### src/rtl/alu_mul_sequencer_pkg.sv
// Shared definitions for the multi-cycle multiplier controller that borrows the LEGv8 ALU.
// Latency: n/a (types, constants and a decode helper only).
// Backpressure: n/a.
// Contents: LEGv8 ALU function-select encodings, status bit indices, FSM state type.
package alu_mul_sequencer_pkg;

  // LEGv8 ALU function select: FS[4:2] = operation, FS[1] = invert A, FS[0] = invert B
  localparam logic [4:0] FS_AND      = 5'b00000;
  localparam logic [4:0] FS_OR       = 5'b00100;
  localparam logic [4:0] FS_ADD      = 5'b01000;
  localparam logic [4:0] FS_NEGB_ADD = 5'b01001;
  localparam logic [4:0] FS_XOR      = 5'b01100;
  localparam logic [4:0] FS_LSL      = 5'b10000;
  localparam logic [4:0] FS_LSR      = 5'b10100;

  // Bit positions inside the ALU {V,C,N,Z} status vector
  localparam int ST_Z = 0;
  localparam int ST_N = 1;
  localparam int ST_C = 2;
  localparam int ST_V = 3;

  typedef enum logic [2:0] {
    ST_IDLE   = 3'd0,
    ST_NEG_A  = 3'd1,
    ST_NEG_B  = 3'd2,
    ST_CALC   = 3'd3,
    ST_NEG_LO = 3'd4,
    ST_NEG_HI = 3'd5,
    ST_DONE   = 3'd6
  } mul_state_t;

  // States in which the datapath must route the ALU inputs to this block
  function automatic logic owns_alu(input mul_state_t s);
    return (s == ST_NEG_A) || (s == ST_NEG_B) || (s == ST_CALC) ||
           (s == ST_NEG_LO) || (s == ST_NEG_HI);
  endfunction

endpackage

### src/rtl/alu_mul_sequencer.sv
// WIDTHxWIDTH->2*WIDTH shift-add multiplier sequencer driving the shared LEGv8 ALU, with signed fix-up.
// Latency: WIDTH+1 cycles unsigned, +1 per negated operand, +2 when the product must be negated.
// Backpressure: none; start is only sampled in IDLE, requests while busy or in DONE are dropped.
// Ports: clock_i/reset_i (sync, active-high); start_i/signed_op_i/op_a_i/op_b_i request;
//        busy_o/done_o/product_hi_o/product_lo_o result; alu_sel_o/alu_a_o/alu_b_o/alu_fs_o/alu_c0_o
//        drive the ALU; alu_f_i/alu_status_i are its combinational result and {V,C,N,Z} flags.
module alu_mul_sequencer
  import alu_mul_sequencer_pkg::*;
#(
  parameter int WIDTH = 64
) (
  input  logic             clock_i,
  input  logic             reset_i,
  input  logic             start_i,
  input  logic             signed_op_i,
  input  logic [WIDTH-1:0] op_a_i,
  input  logic [WIDTH-1:0] op_b_i,
  output logic             busy_o,
  output logic             done_o,
  output logic [WIDTH-1:0] product_hi_o,
  output logic [WIDTH-1:0] product_lo_o,
  output logic             alu_sel_o,
  output logic [WIDTH-1:0] alu_a_o,
  output logic [WIDTH-1:0] alu_b_o,
  output logic [4:0]       alu_fs_o,
  output logic             alu_c0_o,
  input  logic [WIDTH-1:0] alu_f_i,
  input  logic [3:0]       alu_status_i
);

  localparam int CW = $clog2(WIDTH);

  mul_state_t       state_q, state_d;
  logic [WIDTH-1:0] mcand_q, mcand_d;
  logic [WIDTH-1:0] hi_q, hi_d;
  logic [WIDTH-1:0] lo_q, lo_d;   // multiplier, shifted out as the low product shifts in
  logic [CW-1:0]    cnt_q, cnt_d;
  logic             neg_res_q, neg_res_d;
  logic             neg_b_q, neg_b_d;
  logic             carry_q, carry_d;
  logic             busy_q, done_q, alu_sel_q;

  logic alu_c;
  assign alu_c = alu_status_i[ST_C];

  // Only the carry flag matters; the rest is deliberately dropped.
  logic unused_status;
  assign unused_status = alu_status_i[ST_V] ^ alu_status_i[ST_N] ^ alu_status_i[ST_Z];

  // ALU drive is a pure decode of the current state and datapath registers.
  always_comb begin
    alu_a_o  = '0;
    alu_b_o  = '0;
    alu_fs_o = '0;
    alu_c0_o = 1'b0;
    case (state_q)
      ST_NEG_A:  begin alu_b_o = mcand_q; alu_fs_o = FS_NEGB_ADD; alu_c0_o = 1'b1; end
      ST_NEG_B:  begin alu_b_o = lo_q;    alu_fs_o = FS_NEGB_ADD; alu_c0_o = 1'b1; end
      ST_CALC:   begin alu_a_o = hi_q; alu_b_o = mcand_q; alu_fs_o = FS_ADD; end
      ST_NEG_LO: begin alu_b_o = lo_q;    alu_fs_o = FS_NEGB_ADD; alu_c0_o = 1'b1; end
      // Upper half of the 2W-bit negate: ~hi plus the carry out of the low half
      ST_NEG_HI: begin alu_b_o = hi_q;    alu_fs_o = FS_NEGB_ADD; alu_c0_o = carry_q; end
      default:   ;
    endcase
  end

  always_comb begin
    state_d   = state_q;
    mcand_d   = mcand_q;
    hi_d      = hi_q;
    lo_d      = lo_q;
    cnt_d     = cnt_q;
    neg_res_d = neg_res_q;
    neg_b_d   = neg_b_q;
    carry_d   = carry_q;
    case (state_q)
      ST_IDLE: begin
        if (start_i) begin
          mcand_d   = op_a_i;
          lo_d      = op_b_i;
          hi_d      = '0;
          cnt_d     = CW'(WIDTH - 1);
          neg_res_d = signed_op_i & (op_a_i[WIDTH-1] ^ op_b_i[WIDTH-1]);
          neg_b_d   = signed_op_i & op_b_i[WIDTH-1];
          if (signed_op_i & op_a_i[WIDTH-1])      state_d = ST_NEG_A;
          else if (signed_op_i & op_b_i[WIDTH-1]) state_d = ST_NEG_B;
          else                                    state_d = ST_CALC;
        end
      end
      ST_NEG_A: begin
        mcand_d = alu_f_i;
        state_d = neg_b_q ? ST_NEG_B : ST_CALC;
      end
      ST_NEG_B: begin
        lo_d    = alu_f_i;
        state_d = ST_CALC;
      end
      ST_CALC: begin
        // Shift the {carry, sum-or-hi, lo} window right by one each iteration
        if (lo_q[0]) begin
          hi_d = {alu_c, alu_f_i[WIDTH-1:1]};
          lo_d = {alu_f_i[0], lo_q[WIDTH-1:1]};
        end else begin
          hi_d = {1'b0, hi_q[WIDTH-1:1]};
          lo_d = {hi_q[0], lo_q[WIDTH-1:1]};
        end
        if (cnt_q == '0) state_d = neg_res_q ? ST_NEG_LO : ST_DONE;
        else             cnt_d   = cnt_q - 1'b1;
      end
      ST_NEG_LO: begin
        lo_d    = alu_f_i;
        carry_d = alu_c;
        state_d = ST_NEG_HI;
      end
      ST_NEG_HI: begin
        hi_d    = alu_f_i;
        state_d = ST_DONE;
      end
      ST_DONE: state_d = ST_IDLE;
      default: state_d = ST_IDLE;
    endcase
  end

  always_ff @(posedge clock_i) begin
    if (reset_i) begin
      state_q   <= ST_IDLE;
      mcand_q   <= '0;
      hi_q      <= '0;
      lo_q      <= '0;
      cnt_q     <= '0;
      neg_res_q <= 1'b0;
      neg_b_q   <= 1'b0;
      carry_q   <= 1'b0;
      busy_q    <= 1'b0;
      done_q    <= 1'b0;
      alu_sel_q <= 1'b0;
    end else begin
      state_q   <= state_d;
      mcand_q   <= mcand_d;
      hi_q      <= hi_d;
      lo_q      <= lo_d;
      cnt_q     <= cnt_d;
      neg_res_q <= neg_res_d;
      neg_b_q   <= neg_b_d;
      carry_q   <= carry_d;
      busy_q    <= (state_d != ST_IDLE);
      done_q    <= (state_d == ST_DONE);
      alu_sel_q <= owns_alu(state_d);
    end
  end

  assign busy_o       = busy_q;
  assign done_o       = done_q;
  assign alu_sel_o    = alu_sel_q;
  // hi/lo only move while busy, so they hold the last product until the next accept
  assign product_hi_o = hi_q;
  assign product_lo_o = lo_q;

endmodule
### config.mk
export PLATFORM = sky130hd
export DESIGN_NAME = alu_mul_sequencer
export DESIGN_NICKNAME = d
export VERILOG_FILES = /design/src/rtl/alu_mul_sequencer_pkg.sv /design/src/rtl/alu_mul_sequencer.sv
export SDC_FILE = /design/constraint.sdc
export NUM_CORES = 1
export LEC_CHECK = 0
export BUFFER_PORTS_ARGS = -buffer_cell sky130_fd_sc_hd__buf_2
export CORE_AREA = 2 2 183 185
export CTS_CLUSTER_DIAMETER = 80
export DETAILED_ROUTE_END_ITERATION = 16
export DIE_AREA = 0 0 185 187
export PLACE_DENSITY = 0.62
export SLEW_MARGIN = 15
export SYNTH_ARGS = -nofsm -noshare
export SYNTH_HDL_FRONTEND = slang
export SYNTH_SLANG_ARGS = --single-unit
export TNS_END_PERCENT = 50
### constraint.sdc
create_clock -name clock_i -period 3.31 [get_ports clock_i]
set_clock_uncertainty 0.15 [all_clocks]
set_input_delay 0.4965 -clock clock_i [delete_from_list [all_inputs] [get_ports clock_i]]
set_output_delay 0.4965 -clock clock_i [all_outputs]
set_load 0.1 [all_outputs]
==> results of run 1 <==
synthesized netlist by cell type (2+ instances only):
library cell and instances:
a21boi_0 2, a21oi_1 138, a222oi_1 63, a22o_1 2
a22oi_1 63, a31oi_1 3, and2_1 64, and3b_1 2
buf_1 6, buf_2 62, buf_4 5, clkbuf_1 81
dfxtp_1 207, inv_1 6, mux2_2 64, nand2_1 197
nand2b_1 3, nand3_1 6, nand3b_1 2, nor2_1 68
nor2b_1 2, nor3_1 4, nor3_4 2, o211ai_1 62
o21a_1 3, o21ai_0 60, o21ai_1 5, o21ai_2 2
o221ai_1 64, o22a_1 62, o22ai_1 3, o31a_1 2
or4_1 2, xnor2_1 2, xor2_1 3
sequential cells by signal, indices dropped and copies added, names as in the netlist:
register and count:
busy_o 1, done_o 1, cnt_q 6, alu_sel_o 1, carry_q 1, state_q 3
neg_b_q 1, neg_res_q 1, product_hi_o 64, mcand_q 64, product_lo_o 64
per-stage QoR:
| stage | area [sq um] | cells | power (mW) | setup slack (ns) | setup TNS, ns |
|---|---|---|---|---|---|
| after floorplan | 11400 | 1353 | 9.42 | -0.735 | -7.96 |
| after global placement | 15900 | 2142 | 11.7 | 0.657 | 0 |
| after detailed placement | 15900 | 2142 | 11.8 | 0.555 | 0 |
| after CTS | 16800 | 2186 | 14.6 | 0.0993 | 0 |
| after global routing | 16800 | 2190 | 15.2 | 0.213 | 0 |
| final | 16800 | 2190 | 14.6 | 0.341 | 0 |
layout make-up:
type / count / area, sq um / share of cell area
Multi-Input combinational cell: 984 / 6570 / 0.391
Timing Repair Buffer: 496 / 4630 / 0.276
Sequential cell: 207 / 4150 / 0.247
Clock buffer: 30 / 674 / 0.0402
Tap cell: 448 / 561 / 0.0334
Clock inverter: 14 / 155 / 0.00925
Inverter: 7 / 31.3 / 0.00186
Antenna cell: 4 / 10.0 / 0.000596
per-layer routing:
| layer | vias to the layer above | wire (um) |
|---|---|---|
| li1 | 5890 | - |
| met1 | 6289 | 19500 |
| met3 | 95 | 3560 |
| met4 | 2 | 1390 |
| met5 | - | 14 |
| met2 | 606 | 23300 |
power breakdown:
| group | leakage (nW) | switching (mW) | internal, mW |
|---|---|---|---|
| clock network | 0.420 | 1.15 | 1.68 |
| logic | 4.57 | 6.00 | 2.30 |
| registers | 1.70 | 0.489 | 2.97 |
logic make-up (layout without fill, tap and decap cells):
| logic type | Yosys count | count (layout) | synth area share |
|---|---|---|---|
| flops | 207 | 207 | 0.368 |
| simple gates | 361 | 361 | 0.146 |
| compound gates | 550 | 550 | 0.353 |
| buf+inv | 162 | 547 | 0.0633 |
| other cells | 1 | 7 | 0.000333 |
| xor+xnor | 5 | 5 | 0.00389 |
| mux | 64 | 64 | 0.0640 |
| fa+ha+maj | 1 | 1 | 0.00111 |
what timing repair did:
action                                  in CTS  in global routing
buffers inserted                             0                  0
endpoints found under the setup margin       0                 28
gates resized for setup                      0                  2
worst paths after layout:
kind | from | end | slack, ns | depth (start not counted)
max | state_q[2]$_SDFF_PP0_ | alu_b_o[20] | 0.34 | 5
min | alu_status_i[2] | carry_q$_SDFFE_PP0N_ | 0.08 | 3
max reg2reg | state_q[2]$_SDFF_PP0_ | product_lo_o[50]$_SDFFE_PP0P_ | 0.66 | 6
min reg2reg | neg_b_q$_SDFFE_PP0P_ | neg_b_q$_SDFFE_PP0P_ | 0.30 | 2
worst register-to-register path: cells and delay by family (launching register included):
family	cells	cell delay [ns]
buffers and inverters	2	0.67
flip-flops	1	0.41
AO/OA/AOI/OAI	3	1.23
AND/OR/NAND/NOR	1	0.13
==> impl_results.md, run 1 <==
- Max clock buf depth: 3
- Min Hold Slack: roughly 0.084 ns
- Main flop type after synthesis: dfxtp_1
- Height of the chip: ~190 um
- GRT overflow: 0
- Yosys cell types: 64
- Clock Sink Count: between 200 and 250
- Synth area leader: dfxtp_1
- # IOs: around 470
- Buffers & Inverters on Critical Path: 2
- Fillers: 3,153
- Inserted Clock Buffers: 25
- CP Capture Type: primary output
- Via Count: around 13,000
- CP max-delay cell: dfxtp_2
- CP peak stage delay: roughly 0.50 ns
- DR WL/cell: 21.8 um
- Family with the most delay on the worst path: compound AO/OA/AOI/OAI gates
- Pwr dens: ~870 mW/mm^2
- Largest net degree at the start of global routing: 111
- Ys async rst share: 0
- Mapped Avg Cell Area: approximately 8.3 sq um
- Worst VDD drop: slightly below 0.0008 V
- Die area: 0.0346 sq mm
- Nets: 1,922
- HP Class: in2reg
- Final Max Slew Viols: 0
- Gate Count Post-Synth: between 1,000 and 1,500
- Met2 Use GR: 0.450
- # DRC: 0
- Initial antenna violation count: 5
- Final HPWL DP: approximately 32,000 um
- Commonest cells after routing, fill and taps aside: buf_2, dfxtp_1, nand2_1, a21oi_1, buf_12
- Post-synth EDFFs: 0
- M1 GR Usage: 0.346
- TritonCTS clock tree: done
- Clock transition at path regs: roughly 0.06 ns
- Routed Antenna Nets: 0
- Busiest grt layer: met2
- Crit-path cells: nor2b_4 -> buf_12 -> a22oi_1 -> o21ai_0 -> buf_12
- RSZ-0062 raised after global routing: no
- Most used cell, CP: buf_12
- First-pass DRT Iterations: 8
- Vias per cell: 5.88
- Area share of the largest cell type after synthesis: 0.368
- Leakage: ~6.7 nW
- Critical path fanouts, max: 43
- Final Critical Period: a little under 3 ns
- Crit path required time: between 2 and 3 ns
- WP data arrival: roughly 2.3 ns
- Outcome: completed
- Seq cells post-synth: a little over 200
- Clock root buffer: clkbuf_16
- Hold Vio Cnt, Final: 0
- Mapped Area: around 0.011 sq mm
- Final setup fails: 0
- Initial Utilization: 0.342
- CTS Hold Bufs: 0
- Area grow syn2layout: 49.1%
- Row cnt: 67
- Max cap viols: 0
- Final wirelength: 47,800 um
- PortBufs: 458
- Drt first-iter violations: around 1,100
- Final core occ: 0.511
- Proportion of layout cells with a drive suffix above 1: 0.378
- Tcrit/Tclk final: 0.897
- Area contributors post-synth: dfxtp_1, nand2_1, mux2_2, a21oi_1, a222oi_1
- Ys Warns: 0
- Width of the die: 185 um
- H-tree depth: 1
- Worst slew pin tran: roughly 1.1 ns
- Core area: 0.0329 sq mm
- Global-route wire length before repair: between 70,000 and 80,000 um
- Commonest non-fill, non-tap cell in the layout: buf_2
- Overall Global Routing Usage: 0.266
- Clock Latency Late Sink: about 0.54 ns
- Critical path class: reg2out
- Max-slew headroom: 0.253
- Max Fclk: roughly 0.34 GHz
- Critical Path Source Type: flip-flop
- Gp weighted congestion: ~0.85
- Register area share after synthesis: 0.368
- Met3 usage: 0.0391
- Vias in the first global route: roughly 13,000
Power figures use the tool's default switching activity.
==> run 2: changes to the inputs <==
--- a/config.mk
+++ b/config.mk
@@ -15,4 +15,4 @@
 export SYNTH_ARGS = -nofsm -noshare
 export SYNTH_HDL_FRONTEND = slang
 export SYNTH_SLANG_ARGS = --single-unit
-export TNS_END_PERCENT = 50
+export TNS_END_PERCENT = 100
==> constraint.sdc (replaced) <==
create_clock -name clock_i -period 3.31 [get_ports clock_i]
set_clock_uncertainty 0.15 [all_clocks]
set_input_delay 0.1655 -clock clock_i [delete_from_list [all_inputs] [get_ports clock_i]]
set_output_delay 0.1655 -clock clock_i [all_outputs]
set_load 0.1 [all_outputs]
==> impl_results.md, run 2 (synthesized netlist as in run 1, its figures left out) <==
- Top Layer Used: met5
- Nets: 2,166 (+13%)
- Buffers & Inverters on Critical Path: 3 (+1)
- Fin cells: 2,432 (+11%)
- Crit-path cells: and3b_4 -> buf_12 -> nor3_4 -> buf_4 -> a222oi_1 -> dlygate4sd3_1 -> nor2_1
- # DRC: 0 (unchanged)
- CTS-repair resized insts: 0 (unchanged)
- CTS Hold Bufs: 245 (+245)
- Clock Latency Late Sink: 0.53 ns (about the same)
- Worst VDD drop: 0.000515 V (-33%)
- Placed insts: 2,141 (-0.047%)
- Vias per cell: 5.83 (-0.84%)
- Final setup fails: 0 (unchanged)
- Die area: 0.0346 sq mm (unchanged)
- Proportion of layout cells with a drive suffix above 1: 0.313 (-0.0647)
- Max-slew headroom: 0.414 (+0.161)
- Critical Path Source Type: flip-flop
- CP peak stage delay: 0.74 ns (+0.24 ns)
- Final Critical Period: 3.11 ns (+0.137 ns)
- Max cap viols: 0 (unchanged)
- Initial Utilization: 0.342 (unchanged)
- TritonCTS clock tree: done
- Outcome: completed
- Max clock buf depth: 3 (unchanged)
- Clock root buffer: clkbuf_16
- PortBufs: 458 (unchanged)
- Max Fclk: 0.322 GHz (-4.4%)
- Final core occ: 0.553 (+0.0422)
- Overall Global Routing Usage: 0.280 (+0.0136)
- Commonest non-fill, non-tap cell in the layout: buf_2
- Final HPWL DP: 31,200 um (-2.9%)
- Met1 Wirelength: 19,800 um (+1.3%)
- Met3 wire len: 4690 um (+32%)
- Tcrit/Tclk final: 0.938 (+0.0414)
- Setup bufs post-CTS: 0 (unchanged)
- Height of the chip: 187 um (unchanged)
- Area after DPL: 0.0150 sq mm (-6.2%)
- Critical path class: reg2reg
- Clock Sink Count: 207 (unchanged)
- Largest net degree at the start of global routing: 79 (-29%)
- WP data arrival: 3.35 ns (+1.03 ns)
- Met2 WL post-DR: 24,700 um (+6.0%)
- Inserted Clock Buffers: 25 (unchanged)
- Fillers: 2,918 (-7.5%)
- Global-route wire length before repair: 77,600 um (+5.3%)
- Final wirelength: 51,300 um (+7.3%)
- First-pass DRT Iterations: 10 (+2)
- Family with the most delay on the worst path: buffers and inverters
- Width of the die: 185 um (unchanged)
- Final Max Slew Viols: 0 (unchanged)
- Leakage: 7.40 nW (+11%)
- HP Class: in2reg
- DR WL/cell: 21.1 um (-3.4%)
- Drt first-iter violations: 1,422 (+29%)
- CP Capture Type: flip-flop
- Clock transition at path regs: 0.06 ns (about the same)
- Power consumption: 14.4 mW (-1.1%)
- Pwr dens: 795 mW/mm^2 (-8.7%)
- Crit path required time: 3.55 ns (+0.89 ns)
- Total negative slack: 0 ns (unchanged)
- GRT overflow: 0 (unchanged)
- Via Count: 14,185 (+10%)
- Commonest cells after routing, fill and taps aside: buf_2, dlygate4sd3_1, dfxtp_1, nand2_1, a21oi_1
- CP max-delay cell: dfxtp_1
- Core area: 0.0329 sq mm (unchanged)
- # IOs: 465 (unchanged)
- Gp weighted congestion: 0.880 (+3.0%)
- Critical path fanouts, max: 64 (+49%)
- Vias in the first global route: 14,004 (+11%)
- Initial antenna violation count: 3 (-2)
- Area grow syn2layout: 61.5%
- Worst slew pin tran: 0.879 ns (-0.237 ns)
- Hold Vio Cnt, Final: 0 (unchanged)
- H-tree depth: 1 (unchanged)
- Row cnt: 67 (unchanged)
- RSZ-0062 raised after global routing: no
- Routed Antenna Nets: 0 (unchanged)
- Final Instance Area: 0.0182 sq mm (+8.3%)
## run 2: stage by stage
stage | hold WS, ns | setup slack, ns
6_report | 0.0392 | 0.204
5_1_grt | 0.0708 | 0.0345
4_1_cts | 0.00354 | 0.232
3_5_place_dp | 0.294 | 0.804
3_3_place_gp | 0.288 | 0.860
2_1_floorplan | 0.107 | 0.141
## run 2: layer usage
layer	vias to the layer above	track usage
met5	-	0
met1	6738	0.340
met3	160	0.0467
met2	918	0.487
met4	2	0.116
li1	6367	-
## run 2: tightest hold or removal path: cells and delay by family
kind	cells	cell delay [ns]
compound gates	2	0.33
buf+inv	1	0.16
## run 2: worst paths after layout
| kind | slack (ns) | depth (start not counted) | end | from |
|---|---|---|---|---|
| worst max-delay path | 0.20 | 7 | product_hi_o[14]$_SDFFE_PP0P_ | state_q[1]$_SDFF_PP0_ |
| worst min-delay path | 0.04 | 3 | state_q[1]$_SDFF_PP0_ | start_i |
| worst max register to register | 0.20 | 7 | product_hi_o[14]$_SDFFE_PP0P_ | state_q[1]$_SDFF_PP0_ |
| worst min register to register | 0.30 | 2 | mcand_q[19]$_SDFFE_PP0P_ | mcand_q[19]$_SDFFE_PP0P_ |
## run 2: cell type report
type | instances | area, sq um | share of cell area
Antenna cell | 2 | 5.00 | 0.000275
Clock buffer | 37 | 721 | 0.0397
Clock inverter | 7 | 38.8 | 0.00213
Inverter | 7 | 31.3 | 0.00172
Multi-Input combinational cell | 984 | 6460 | 0.356
Sequential cell | 207 | 4150 | 0.228
Tap cell | 448 | 561 | 0.0309
Timing Repair Buffer | 740 | 6200 | 0.341
## run 2: where the power goes
part / internal [mW] / switching, mW / total, mW
registers: 2.97 / 0.493 / 3.46
logic: 2.32 / 6.05 / 8.37
clock network: 1.50 / 1.11 / 2.60
total: 6.79 / 7.65 / 14.4
